## config.mk

```make
export PLATFORM = sky130hd
export DESIGN_NAME = operand_entry_ctrl
export DESIGN_NICKNAME = d
export VERILOG_FILES = /design/src/rtl/operand_entry_ctrl.sv
export SDC_FILE = /design/constraint.sdc
export NUM_CORES = 1
export LEC_CHECK = 0
export CAP_MARGIN = 20
export CORE_MARGIN = 3
export CORE_UTILIZATION = 61
export DETAILED_ROUTE_END_ITERATION = 10
export GPL_ROUTABILITY_DRIVEN = 0
export MAX_ROUTING_LAYER = met4
export PLACE_DENSITY = 0.8
export SLEW_MARGIN = 20
export SYNTH_ARGS = -nofsm -noshare
export SYNTH_HDL_FRONTEND = slang
export SYNTH_SLANG_ARGS = --single-unit
```

## constraint.sdc

```tcl
create_clock -name clk -period 4.65 [get_ports clk]
set_input_delay 0.465 -clock clk [delete_from_list [all_inputs] [get_ports clk]]
set_output_delay 0.465 -clock clk [all_outputs]
set_load 0.05 [all_outputs]
```

## src/rtl/operand_entry_ctrl.sv

```systemverilog
// operand_entry_ctrl: key conditioning, field-select FSM, operand editing,
// field blink and request/acknowledge hand-off to the arithmetic datapath.
module operand_entry_ctrl #(
   parameter int DEBOUNCE_CYCLES = 500000,
   parameter int BLINK_HALF      = 25000000
) (
   input  logic       clk,
   input  logic       rst,
   input  logic       right_toggle,
   input  logic       up_toggle,
   input  logic       down_toggle,
   input  logic       calc_ack,
   output logic [3:0] operand_a,
   output logic [3:0] operand_b,
   output logic       op_sub,
   output logic [1:0] field_sel,
   output logic       blink,
   output logic       calc_req
);

   // Debounce counter only needs to reach DEBOUNCE_CYCLES-1 before accepting.
   localparam int DB_W = (DEBOUNCE_CYCLES > 1) ? $clog2(DEBOUNCE_CYCLES) : 1;
   localparam logic [DB_W-1:0] DB_LAST = DB_W'(DEBOUNCE_CYCLES - 1);
   localparam int BL_W = (BLINK_HALF > 1) ? $clog2(2 * BLINK_HALF) : 1;
   localparam logic [BL_W-1:0] BL_LAST = BL_W'(2 * BLINK_HALF - 1);
   localparam logic [BL_W-1:0] BL_HALF = BL_W'(BLINK_HALF);

   typedef enum logic [2:0] {
      S_IDLE,
      S_EDIT_A,
      S_EDIT_OP,
      S_EDIT_B,
      S_REQ
   } state_t;

   // Key bit order: 0 = right, 1 = up, 2 = down.
   logic [2:0]      key_raw;
   logic [2:0]      sync1_q, sync2_q;
   logic [2:0]      acc_q, acc_d;
   logic [2:0]      pr_q, pr_d;
   logic [DB_W-1:0] db_cnt_q [3];
   logic [DB_W-1:0] db_cnt_d [3];

   state_t          state_q, state_d;
   logic [3:0]      a_q, a_d;
   logic [3:0]      b_q, b_d;
   logic            op_q, op_d;
   logic            req_q, req_d;
   logic [1:0]      fsel_q, fsel_d;
   logic [BL_W-1:0] bl_cnt_q, bl_cnt_d;
   logic            blink_q, blink_d;

   logic            pr_right, pr_up, pr_dn;
   logic            inc_evt, dec_evt;

   function automatic logic [3:0] digit_inc(input logic [3:0] v);
      return (v >= 4'd9) ? 4'd0 : v + 4'd1;
   endfunction

   function automatic logic [3:0] digit_dec(input logic [3:0] v);
      return (v == 4'd0) ? 4'd9 : v - 4'd1;
   endfunction

   assign key_raw = {down_toggle, up_toggle, right_toggle};

   // Two-stage synchroniser for the asynchronous, active-low keys.
   always_ff @(posedge clk or posedge rst) begin
      if (rst) begin
         sync1_q <= 3'b111;
         sync2_q <= 3'b111;
      end else begin
         sync1_q <= key_raw;
         sync2_q <= sync1_q;
      end
   end

   // Debounce: a level change is accepted after DEBOUNCE_CYCLES stable cycles;
   // an accepted fall is a press.
   always_comb begin
      acc_d = acc_q;
      pr_d  = 3'b000;
      for (int k = 0; k < 3; k++) begin
         db_cnt_d[k] = '0;
         if (sync2_q[k] != acc_q[k]) begin
            if (db_cnt_q[k] == DB_LAST) begin
               acc_d[k] = sync2_q[k];
               pr_d[k]  = ~sync2_q[k];
            end else begin
               db_cnt_d[k] = db_cnt_q[k] + DB_W'(1);
            end
         end
      end
   end

   // Debounce state and one-cycle press pulses.
   always_ff @(posedge clk or posedge rst) begin
      if (rst) begin
         acc_q <= 3'b111;
         pr_q  <= 3'b000;
         for (int k = 0; k < 3; k++) db_cnt_q[k] <= '0;
      end else begin
         acc_q <= acc_d;
         pr_q  <= pr_d;
         for (int k = 0; k < 3; k++) db_cnt_q[k] <= db_cnt_d[k];
      end
   end

   assign pr_right = pr_q[0];
   assign pr_up    = pr_q[1];
   assign pr_dn    = pr_q[2];
   // Opposing presses in the same cycle cancel.
   assign inc_evt  = pr_up & ~pr_dn;
   assign dec_evt  = pr_dn & ~pr_up;

   // Field FSM, operand edits (applied before any advance), blink and request.
   always_comb begin
      state_d = state_q;
      a_d     = a_q;
      b_d     = b_q;
      op_d    = op_q;
      req_d   = req_q;
      case (state_q)
         S_IDLE: begin
            if (pr_right) state_d = S_EDIT_A;
         end
         S_EDIT_A: begin
            if (inc_evt)      a_d = digit_inc(a_q);
            else if (dec_evt) a_d = digit_dec(a_q);
            if (pr_right) state_d = S_EDIT_OP;
         end
         S_EDIT_OP: begin
            if (inc_evt || dec_evt) op_d = ~op_q;
            if (pr_right) state_d = S_EDIT_B;
         end
         S_EDIT_B: begin
            if (inc_evt)      b_d = digit_inc(b_q);
            else if (dec_evt) b_d = digit_dec(b_q);
            if (pr_right) begin
               state_d = S_REQ;
               req_d   = 1'b1;
            end
         end
         S_REQ: begin
            if (calc_ack) begin
               state_d = S_IDLE;
               req_d   = 1'b0;
            end
         end
         default: begin
            state_d = S_IDLE;
            req_d   = 1'b0;
         end
      endcase

      case (state_d)
         S_EDIT_A:  fsel_d = 2'd1;
         S_EDIT_OP: fsel_d = 2'd2;
         S_EDIT_B:  fsel_d = 2'd3;
         default:   fsel_d = 2'd0;
      endcase

      // A new field restarts the blink cycle in its visible half.
      if (state_d != state_q)      bl_cnt_d = '0;
      else if (bl_cnt_q == BL_LAST) bl_cnt_d = '0;
      else                          bl_cnt_d = bl_cnt_q + BL_W'(1);

      if (state_d == S_EDIT_A || state_d == S_EDIT_OP || state_d == S_EDIT_B)
         blink_d = (bl_cnt_d < BL_HALF);
      else
         blink_d = 1'b1;
   end

   // FSM state and registered outputs.
   always_ff @(posedge clk or posedge rst) begin
      if (rst) begin
         state_q  <= S_IDLE;
         a_q      <= 4'd0;
         b_q      <= 4'd0;
         op_q     <= 1'b0;
         req_q    <= 1'b0;
         fsel_q   <= 2'd0;
         bl_cnt_q <= '0;
         blink_q  <= 1'b1;
      end else begin
         state_q  <= state_d;
         a_q      <= a_d;
         b_q      <= b_d;
         op_q     <= op_d;
         req_q    <= req_d;
         fsel_q   <= fsel_d;
         bl_cnt_q <= bl_cnt_d;
         blink_q  <= blink_d;
      end
   end

   assign operand_a = a_q;
   assign operand_b = b_q;
   assign op_sub    = op_q;
   assign field_sel = fsel_q;
   assign blink     = blink_q;
   assign calc_req  = req_q;

endmodule

```

==> metrics.csv, run 1 <==
metric;value;unit
dp_slack;1.898;ns
ys_seq_area_share;49.50;%
grt_pass1_vias;3877;
comb_power_share;7.2;%
r2r-end;blink$_DFF_PP1_;
start_kind;register;
drt_wl_total;9838;um
layout_commonest_cell;nor2_1;
syn_inst;590;
drv_slew;0;
leakagePower;2.682;nW
final_area;6110;um^2
htree_levels;3;
arrival;2.91;ns
min_period;2.608;ns
die_h;102.1;um
vias_per_cell;5.693;
max_slew_margin;50.88;%
cts_setup_buffers;0;
fin_crit_sh;56.08;%
fill_cells;681;
cap_violations;0;
num_rows;34;
die_x;102.1;um
syn_nets;607;
min_path_cells;0;
post-dp-hpwl;6840;um
critPathKind;reg -> reg;
final_nets;621;
path_delay_family;compound AO/OA/AOI/OAI gates;
grt.total_usage;21.04;%
drc_errors;0;
setup_viol;0;
reg2reg_slack;2.04;ns
cts.clk_slew.worst_paths;0.10;ns
antenna_found_initial;0;
crit_start;bl_cnt_q[0]$_DFF_PP0_;
cts.sinks;111;
diodes;0;
path_cells;ha_1 > nand3_2 > nor2_1 > a31o_2 > nor3_1 > o32a_1 > a211oi_1 > o41a_1;
ant_nets;0;
synth_cell_types;55;
skew;0.01354;ns
grt_pass1_wl;17210;um
p_switching;0.4335;mW
status;finished, final reports clean;
initial_core_util;63.70;%
wl_per_cell;13.72;um
critPathCaptureType;register;
cts_resized;0;
switching_share;24.08;%
cts_hold_buf;0;
worstPathRequired;4.96;ns
p_int;1.367;mW
hold_class;reg -> reg;
tightest_slew;0.7368;ns
synthFlopType;dfrtp_1;
portBuffers;18;
placed_area;5894;um^2
slowest_delay;0.58;ns
synth-edff-count;0;
fmax;0.3835;GHz
fin_ws;2.042;ns
synth_area;5637;um^2
critPathMaxFanout;28;
grt_max_degree;88;
slowest_stage;a31o_2;
drtIter0Drc;131;
drive_gt1_share;6.732;%
area_delta_synth_final;8.391;%
cts_max_path_buffers;2;
synthArstFlopShare;100.0;%
die_area;10430;um^2
finalSetupTns;0;ns
seq_power_share;58.3;%
power_density;294.7;nW/um^2
io_pins;19;
rsz0062_at_grt;no;
worstSkewPairLatency;0.36;ns
grt-ovfl-total;0;
hp-start;sync1_q[0]$_DFF_PP1_;
cp_num_buf_inv;0;
cts_made_buffers;9;
r2r_start;bl_cnt_q[0]$_DFF_PP0_;
clkPwrFrac;34.5;%
tritoncts;yes;
ys_seq_elements;111;
holdPathEnd;sync2_q[0]$_DFF_PP1_;
finalHoldViolCount;0;
irDropWorstVdd;0.1871;mV
vias;4082;
drt_pass1_iterations;5;
r2r_cells;8;
final_cell_mix;nor2_1 (111), dfrtp_1 (101), nand2_1 (52), xor2_1 (45), xnor2_1 (33);
synth_warnings;0;
cts_root_buf;clkbuf_8;
syn_avg_cell_area;9.554;um^2
fp.coreArea;8848;um^2
[sequential cells by signal (all words and copies together) (netlist names), 2 cells and up]
signal	count
acc_q	3
bl_cnt_q	26
db_cnt_q	57
field_sel	2
operand_a	4
operand_b	4
pr_q	3
state_q	3
sync1_q	3
sync2_q	3
[power by group through the flow]
stage | Combinational, mW | Clock, mW | Sequential (mW)
3_5_place_dp | 0.133 | 0 | 1.07
4_1_cts | 0.134 | 0.643 | 1.05
2_1_floorplan | 0.111 | 0 | 1.06
6_report | 0.130 | 0.621 | 1.05
3_3_place_gp | 0.130 | 0 | 1.06
5_1_grt | 0.150 | 0.689 | 1.06
[Yosys cell counts, types with 4 or more instances]
cell        n  area share (%)
o21ai_0    28             2.5
and3_1     17             1.9
nand2_1    52             3.5
or3_1       6            0.67
dfstp_2    10             4.7
o221ai_1    4            0.62
inv_1      17             1.1
nand2b_1    6            0.67
nor2_1    111             7.4
nor3_1     14             1.2
nand4_1    15             1.7
xor2_1     45             7.0
buf_2       5            0.44
dfrtp_1   101              45
nor4_1      4            0.44
nand3_1    31             2.8
a31oi_1     4            0.44
clkbuf_1    7            0.47
a21oi_1    14             1.2
ha_1       11             2.4
xnor2_1    33             5.1
[final cells by class]
| type | instances | area (um^2) | area share, % |
|---|---|---|---|
| Timing Repair Buffer | 19 | 187.7 | 3.072 |
| Sequential cell | 111 | 2790 | 45.67 |
| Clock inverter | 4 | 77.57 | 1.270 |
| Clock buffer | 12 | 135.1 | 2.212 |
| Tap cell | 108 | 135.1 | 2.212 |
| Multi-Input combinational cell | 446 | 2715 | 44.44 |
| Inverter | 17 | 68.82 | 1.126 |
[cells by family after synthesis]
family	count (synthesis)	share of synthesized area, %
and+or+nand+nor	289	25.82
buffers and inverters	33	2.331
xor gates and xnor gates	78	12.12
muxes	4	0.7769
adders and majority gates	12	2.619
AOI/OAI and AO/OA	63	6.837
DFF	111	49.50
[worst max path at each step]
stage,endpoint,slack [ns],cells past startpoint
final,blink$_DFF_PP1_,2.04,8
after CTS,blink$_DFF_PP1_,2.04,8
after detailed placement,blink$_DFF_PP1_,1.90,8
after global routing,blink$_DFF_PP1_,1.86,8
after floorplan,bl_cnt_q[0]$_DFF_PP0_,1.27,1
after global placement,blink$_DFF_PP1_,1.98,8
[per-stage QoR]
| stage | std cells | hold WS (ns) | total power [mW] | util, % |
|---|---|---|---|---|
| floorplan | 590 | 0.3452 | 1.167 | - |
| global placement | 701 | 0.3465 | 1.194 | 66.61 |
| detailed placement | 701 | 0.3472 | 1.201 | 66.61 |
| CTS | 717 | 0.3619 | 1.826 | 69.02 |
| global route | 717 | 0.3667 | 1.895 | 69.05 |
| finish | 717 | 0.3613 | 1.800 | 69.05 |
[layer usage]
layer | track usage [%] | share of wire, %
met1 | 28.27 | 48
met2 | 32.48 | 48
met3 | 4.983 | 3.9
met4 | 5.449 | 0.86
met5 | - | 0
No activity file was read; power rests on OpenSTA's default activity.
==> inputs of run 2 (changes only) <==
--- a/config.mk
+++ b/config.mk
@@ -7,11 +7,11 @@
 export LEC_CHECK = 0
 export CAP_MARGIN = 20
 export CORE_MARGIN = 3
-export CORE_UTILIZATION = 61
+export CORE_UTILIZATION = 55
 export DETAILED_ROUTE_END_ITERATION = 10
 export GPL_ROUTABILITY_DRIVEN = 0
 export MAX_ROUTING_LAYER = met4
-export PLACE_DENSITY = 0.8
+export PLACE_DENSITY = 0.77
 export SLEW_MARGIN = 20
 export SYNTH_ARGS = -nofsm -noshare
 export SYNTH_HDL_FRONTEND = slang
==> constraint.sdc (replaced) <==
create_clock -name clk -period 2.37 [get_ports clk]
set_input_delay 0.237 -clock clk [delete_from_list [all_inputs] [get_ports clk]]
set_output_delay 0.237 -clock clk [all_outputs]
set_load 0.05 [all_outputs]
==> run 2 against run 1 <==
  * Combinational power up 120%
  * Clock skew decreased by 0.0030 ns
  * Final area up 1.6%
  * Critical path type unchanged
  * Highest routed layer unchanged
==> metrics.csv, run 2 (synthesis results as in run 1) <==
metric;value;unit
num_rows;36;
leakagePower;2.709;nW
area_delta_synth_final;10.17;%
finalSetupTns;0;ns
drt_pass1_iterations;4;
grt-ovfl-total;0;
cts.clk_slew.worst_paths;0.11;ns
die_x;107.2;um
drv_slew;0;
die_h;107.2;um
cts_made_buffers;9;
skew;0.01055;ns
placed_area;6012;um^2
finalHoldViolCount;0;
cts_max_path_buffers;2;
drive_gt1_share;8.752;%
dp_slack;0.08035;ns
critPathMaxFanout;8;
wl_per_cell;13.57;um
vias_per_cell;5.493;
vias;4120;
max_slew_margin;58.26;%
post-dp-hpwl;7146;um
portBuffers;18;
whs;0.2499;ns
top_register;db_cnt_q;
fp.coreArea;9864;um^2
htree_levels;3;
diodes;0;
grt_pass1_vias;4014;
initial_core_util;57.14;%
fin_ws;0.1774;ns
drc_errors;0;
die_area;11500;um^2
multi_input_area;2728;um^2
tritoncts;yes;
grt_pass1_wl;17950;um
grt_max_degree;39;
cap_violations;0;
cts_root_buf;clkbuf_8;
final_cells;750;
final_nets;630;
slowest_delay;0.46;ns
tightest_slew;0.6260;ns
status;finished, final reports clean;
dp_cells;734;
final_cell_mix;nor2_1 (109), dfrtp_1 (101), nand2_1 (52), xor2_1 (45), xnor2_1 (33);
min_period;2.193;ns
critPathCaptureType;register;
grt.total_usage;19.52;%
critPathKind;reg -> reg;
arrival;2.52;ns
fmax;0.4561;GHz
antenna_found_initial;0;
ant_nets;0;
fill_cells;817;
hold_class;in -> reg;
cts.sinks;111;
seqCellArea;2790;um^2
irDropWorstVdd;0.4691;mV
power_density;551.3;nW/um^2
layout_commonest_cell;nor2_1;
drtIter0Drc;223;
largest_reg_flops;57;
io_pins;19;
worstPathRequired;2.69;ns
worstSkewPairLatency;0.38;ns
final_area;6210;um^2
path_cells;nand4_2 > nor4_1 > xnor2_1 > nor3_1 > o32a_1 > a211oi_1 > o41a_1;
fin_crit_sh;92.51;%
top_regs;db_cnt_q: 57 flops, bl_cnt_q: 26 flops;
start_kind;register;
drt_wl_total;10180;um
slowest_stage;dfrtp_1;
setup_viol;0;
reg2reg_slack;0.18;ns
run 2: repair_timing:
action / CTS / global route
hold buffers: 0 / 0
setup buffers: 0 / 1
gates resized for setup: 0 / 3
endpoints found under the setup margin: 0 / 1
run 2: worst paths after layout:
path | from | end | cells after the start
setup / recovery | bl_cnt_q[2]$_DFF_PP0_ | blink$_DFF_PP1_ | 7
hold / removal | up_toggle | sync1_q[1]$_DFF_PP1_ | 1
setup reg to reg | bl_cnt_q[2]$_DFF_PP0_ | blink$_DFF_PP1_ | 7
hold reg to reg | sync1_q[0]$_DFF_PP1_ | sync2_q[0]$_DFF_PP1_ | 0
max in group asynchronous | rst | sync2_q[0]$_DFF_PP1_ | 3
min in group asynchronous | rst | db_cnt_q[4]$_DFF_PP0_ | 2
run 2: report_power, final:
group / leakage, nW / total (mW) / switching, mW / internal, mW
sequential: 1.49 / 2.06 / 0.0902 / 1.97
clock: 0.0818 / 1.07 / 0.679 / 0.395
combinational: 1.14 / 0.285 / 0.169 / 0.115
run 2: final cells by class:
class                           count  share of cell area, %
Clock inverter                      6                 0.8664
Multi-Input combinational cell    446                  43.93
Sequential cell                   111                  44.93
Inverter                           17                  1.088
Clock buffer                        9                  1.995
Timing Repair Buffer               28                  4.513
Tap cell                          133                  2.680
run 2: routing by layer:
layer,track usage (%),vias up,routed length [um]
met5,-,-,0
met4,5.205,0,85
met3,3.793,6,311
met2,31.99,58,4897
met1,25.05,2003,4884
li1,-,2053,-
run 2: critical path: cells and delay by family (launching register included):
family           cells  cell delay (ns)
AO/OA/AOI/OAI        3             0.73
XOR/XNOR             1             0.24
flip-flops           1             0.46
AND/OR/NAND/NOR      3             0.71
run 2: through the flow:
| stage | util [%] | power, mW |
|---|---|---|
| floorplan | - | 2.291 |
| global placement | 60.95 | 2.360 |
| detailed placement | 60.95 | 2.379 |
| CTS | 62.75 | 3.461 |
| global route | 62.95 | 3.577 |
| finish | 62.95 | 3.423 |
==> inputs of run 3 (changes only) <==
--- a/config.mk
+++ b/config.mk
@@ -5,7 +5,7 @@
 export SDC_FILE = /design/constraint.sdc
 export NUM_CORES = 1
 export LEC_CHECK = 0
-export CAP_MARGIN = 20
+export CAP_MARGIN = 15
 export CORE_MARGIN = 3
 export CORE_UTILIZATION = 55
 export DETAILED_ROUTE_END_ITERATION = 10
==> results of run 3 <==
The final DEF is identical to that of run 2; final timing and power are the same.
==> RTL edit 1: new RTL, config.mk and constraints of run 2 <==
Take the reset off `b_q` and load it in a clocked block of its own.
--- a/src/rtl/operand_entry_ctrl.sv
+++ b/src/rtl/operand_entry_ctrl.sv
@@ -175,7 +175,6 @@
       if (rst) begin
          state_q  <= S_IDLE;
          a_q      <= 4'd0;
-         b_q      <= 4'd0;
          op_q     <= 1'b0;
          req_q    <= 1'b0;
          fsel_q   <= 2'd0;
@@ -184,13 +183,16 @@
       end else begin
          state_q  <= state_d;
          a_q      <= a_d;
-         b_q      <= b_d;
          op_q     <= op_d;
          req_q    <= req_d;
          fsel_q   <= fsel_d;
          bl_cnt_q <= bl_cnt_d;
          blink_q  <= blink_d;
       end
+   end
+
+   always_ff @(posedge clk) begin
+      b_q <= b_d;
    end
 
    assign operand_a = a_q;
Behaviour: no difference found for any inputs over 10 cycles, from zero or initial values and one cycle with rst high; that may be too few to reach the edited logic, so the function may still have changed.
==> RTL edit 1 against run 2 <==
- count of clock-buffer cells in the layout up 1
- wire length is 1.7% higher
- sequential cell count unchanged
- design area increased by 1.5%
- total power grew 3.2%
- setup slack worse by 0.043 ns
- first-iteration DRC count up 18%
- synthesized area rose by 0.69%
- largest cell class unchanged
==> RTL edit 1: results <==
group,metric,value,unit
outcome,status,"completed",
global_routing,use_met1,26.2,%
critical_path,critical_path.max_fanout,3,
critical_path,worst_case_reg_to_reg_path_depth,8,
drt,dr.first_iter.drc_count,264,
drt,met2WireLength,5030,µm
drt,routedWlPerCell,13.8,µm
critical_path,crit_arrival,2.55,ns
placed_design,placed_cell_area,0.00609,mm²
cells_and_area,fraction_of_layout_cells_with_a_size_suffix_above_1,8.87,%
hold_path,hold_path_class,"in2async",
logic_synthesis,mappedNetlistNets,604,
logic_synthesis,synth_enable_flop_cells,4,
placed_design,dpl.hpwl,7300,µm
global_routing,maximum_number_of_pins_on_one_net_before_global_route_repair,38,
drt,wl_met3,308,µm
critical_path,worst_setup_path_startpoint,"bl_cnt_q[1]",
global_routing,use_met2,32.5,%
logic_synthesis,synth.distinct_cells,57,
timing,hold-worst-slack,0.252,ns
critical_path,worst-r2r-setup-slack,0.13,ns
pwr,internal_dissipation,2.54,mW
drt,drt-total-wl,10400,µm
cells_and_area,finish.net_count,632,
logic_synthesis,async_reset_ff_share,96.4,%
RTL edit 1: changes by cell type in the layout (fill, tap and decap cells not counted), sizes merged, moves of 5 or more:
cell	delta
o21ai	-8
buf	+5
a21oi	-5
nor3	-7
or3	-5
RTL edit 1: layout make-up:
cell class | instances | area, µm² | area share, %
Multi-Input combinational cell | 442 | 2740 | 43.5
Sequential cell | 111 | 2810 | 44.6
Clock buffer | 10 | 128 | 2.03
Inverter | 18 | 71.3 | 1.13
Tap cell | 133 | 166 | 2.64
Clock inverter | 6 | 65.1 | 1.03
Timing Repair Buffer | 33 | 318 | 5.04
RTL edit 1: kinds of logic (layout without fill, tap and decap cells):
family / Yosys count / in the layout / synth area share, %
and+or+nand+nor: 297 / 297 / 27.0
DFF: 111 / 111 / 49.5
muxes: 4 / 4 / 0.772
buffers and inverters: 34 / 67 / 2.34
xor gates and xnor gates: 80 / 80 / 12.3
adders and majority gates: 11 / 11 / 2.43
AOI/OAI and AO/OA: 50 / 50 / 5.62
==> RTL edit 2: new RTL, config.mk and constraints of run 2 <==
Without the edit above. `DEBOUNCE_CYCLES`: 500000 -> 250000.
--- a/src/rtl/operand_entry_ctrl.sv
+++ b/src/rtl/operand_entry_ctrl.sv
@@ -1,7 +1,7 @@
 // operand_entry_ctrl: key conditioning, field-select FSM, operand editing,
 // field blink and request/acknowledge hand-off to the arithmetic datapath.
 module operand_entry_ctrl #(
-   parameter int DEBOUNCE_CYCLES = 500000,
+   parameter int DEBOUNCE_CYCLES = 250000,
    parameter int BLINK_HALF      = 25000000
 ) (
    input  logic       clk,
Behaviour: same outputs for any inputs over 10 cycles, from zero or initial values and one cycle with rst high; that may be too few to reach the edited logic, so the function may still have changed.
==> RTL edit 2 against run 2 <==
- wire length shrank 1.7%
- synthesized area shrank 3.7%
- clock power grew 15%
- maximum frequency grew 1.8%
- design area shrank 3.5%
- sequential cell count shrank 3
- total power grew 2.2%
- setup slack gained 0.040 ns
- largest cell class unchanged
==> RTL edit 2: results <==
group,metric,value,unit
outcome,status,"completed",
critical_path,startpoint_of_the_worst_slack_reg_to_reg_timing_path,"bl_cnt_q[7]",
cells_and_area,layout.filler_cells,758,
global_routing,via_count_of_the_first_global_routing_pass,3917,
logic_synthesis,post_synth_fa_ha_maj_area_fraction,2.54,%
placed_design,dp_cells,696,
drt,dr.first_iter.drc_count,174,
timing,final_period_util,90.8,%
drt,drt-total-wl,10000,µm
logic_synthesis,ys_seq_area_share,50.0,%
logic_synthesis,cell_types_with_the_highest_counts_after_synthesis,"nor2_1, dfrtp_1, nand3_1",
critical_path,worst-r2r-setup-slack,0.22,ns
placed_design,placed_cell_area,0.00578,mm²
cells_and_area,fraction_of_layout_cells_with_a_size_suffix_above_1,9.61,%
logic_synthesis,synth_compound_area_share,6.71,%
timing,timing.max_slew.rel_slack,56.5,%
logic_synthesis,yosys-mux-area-fraction,0.807,%
cells_and_area,finish.net_count,595,
critical_path,worst_setup_path_startpoint,"bl_cnt_q[7]",
drt,route.detailed.vias_per_inst,5.60,
logic_synthesis,synth.top_cells.by_area,"dfrtp_1, nor2_1, xor2_1",
critical_path,critical-path-max-stage-delay,0.53,ns
cells_and_area,largest_registers,"db_cnt_q: 54 flops, bl_cnt_q: 26 flops",
global_routing,grt_first_pass_wirelength,17900,µm
pwr,power.leakage,2.57,nW
global_routing,maximum_number_of_pins_on_one_net_before_global_route_repair,43,
pwr,net-switching-power,871,µW
placed_design,dp_worst_setup_slack,0.167,ns
placed_design,dpl.hpwl,7000,µm
global_routing,grt_use_total,19.9,%
cells_and_area,layout.cells.non_filler,712,
critical_path,crit_arrival,2.45,ns
RTL edit 2: cell count changes after synthesis, moves of 4 or more:
cell and change:
nand2_1 -15, nand4_1 -7, or3_1 -4, inv_1 -4
o21ai_0 -4, xor2_1 -6, a21oi_1 -5, nand3b_1 +5
nor2_1 -7, xnor2_1 +4, nand3_1 +11, nor3_1 +4
nor4_1 +4
RTL edit 2: layout make-up:
type | instances | area, µm² | area share (%)
sequential | 108 | 2720 | 45.3
inverter | 13 | 52.6 | 0.877
timing repair buffer | 29 | 288 | 4.80
clock buffer | 11 | 131 | 2.19
multi-input combinational | 417 | 2560 | 42.7
tap | 129 | 161 | 2.69
clock inverter | 5 | 85.1 | 1.42
RTL edit 2: worst min path at each step:
stage / start / endpoint / slack (ns) / cells past startpoint
6_report: right_toggle / sync1_q[0] / 0.28 / 1
5_1_grt: right_toggle / sync1_q[0] / 0.25 / 1
4_1_cts: right_toggle / sync1_q[0] / 0.26 / 1
3_5_place_dp: sync1_q[0] / sync2_q[0] / 0.35 / 0
3_3_place_gp: sync1_q[2] / sync2_q[2] / 0.35 / 0
2_1_floorplan: right_toggle / sync1_q[0] / 0.24 / 0
RTL edit 2: critical path, delay by kind of cell, from the launching register on:
kind / cells / cell delay, ns
flops: 1 / 0.53
simple gates: 4 / 1.05
compound gates: 3 / 0.50
RTL edit 2: power by group through the flow:
stage               logic [mW]  registers [mW]  clock network [mW]
floorplan                0.226            2.02                   0
global placement         0.257            2.03                   0
detailed placement       0.262            2.04                   0
CTS                      0.266            2.01                1.26
global route             0.301            2.02                1.33
finish                   0.262            2.01                1.23
RTL edit 2: metal layers:
layer / track usage [%] / wire, µm
met5: - / 0
met4: 4.69 / 131
met3: 4.41 / 395
met2: 31.0 / 4860
met1: 26.8 / 4610
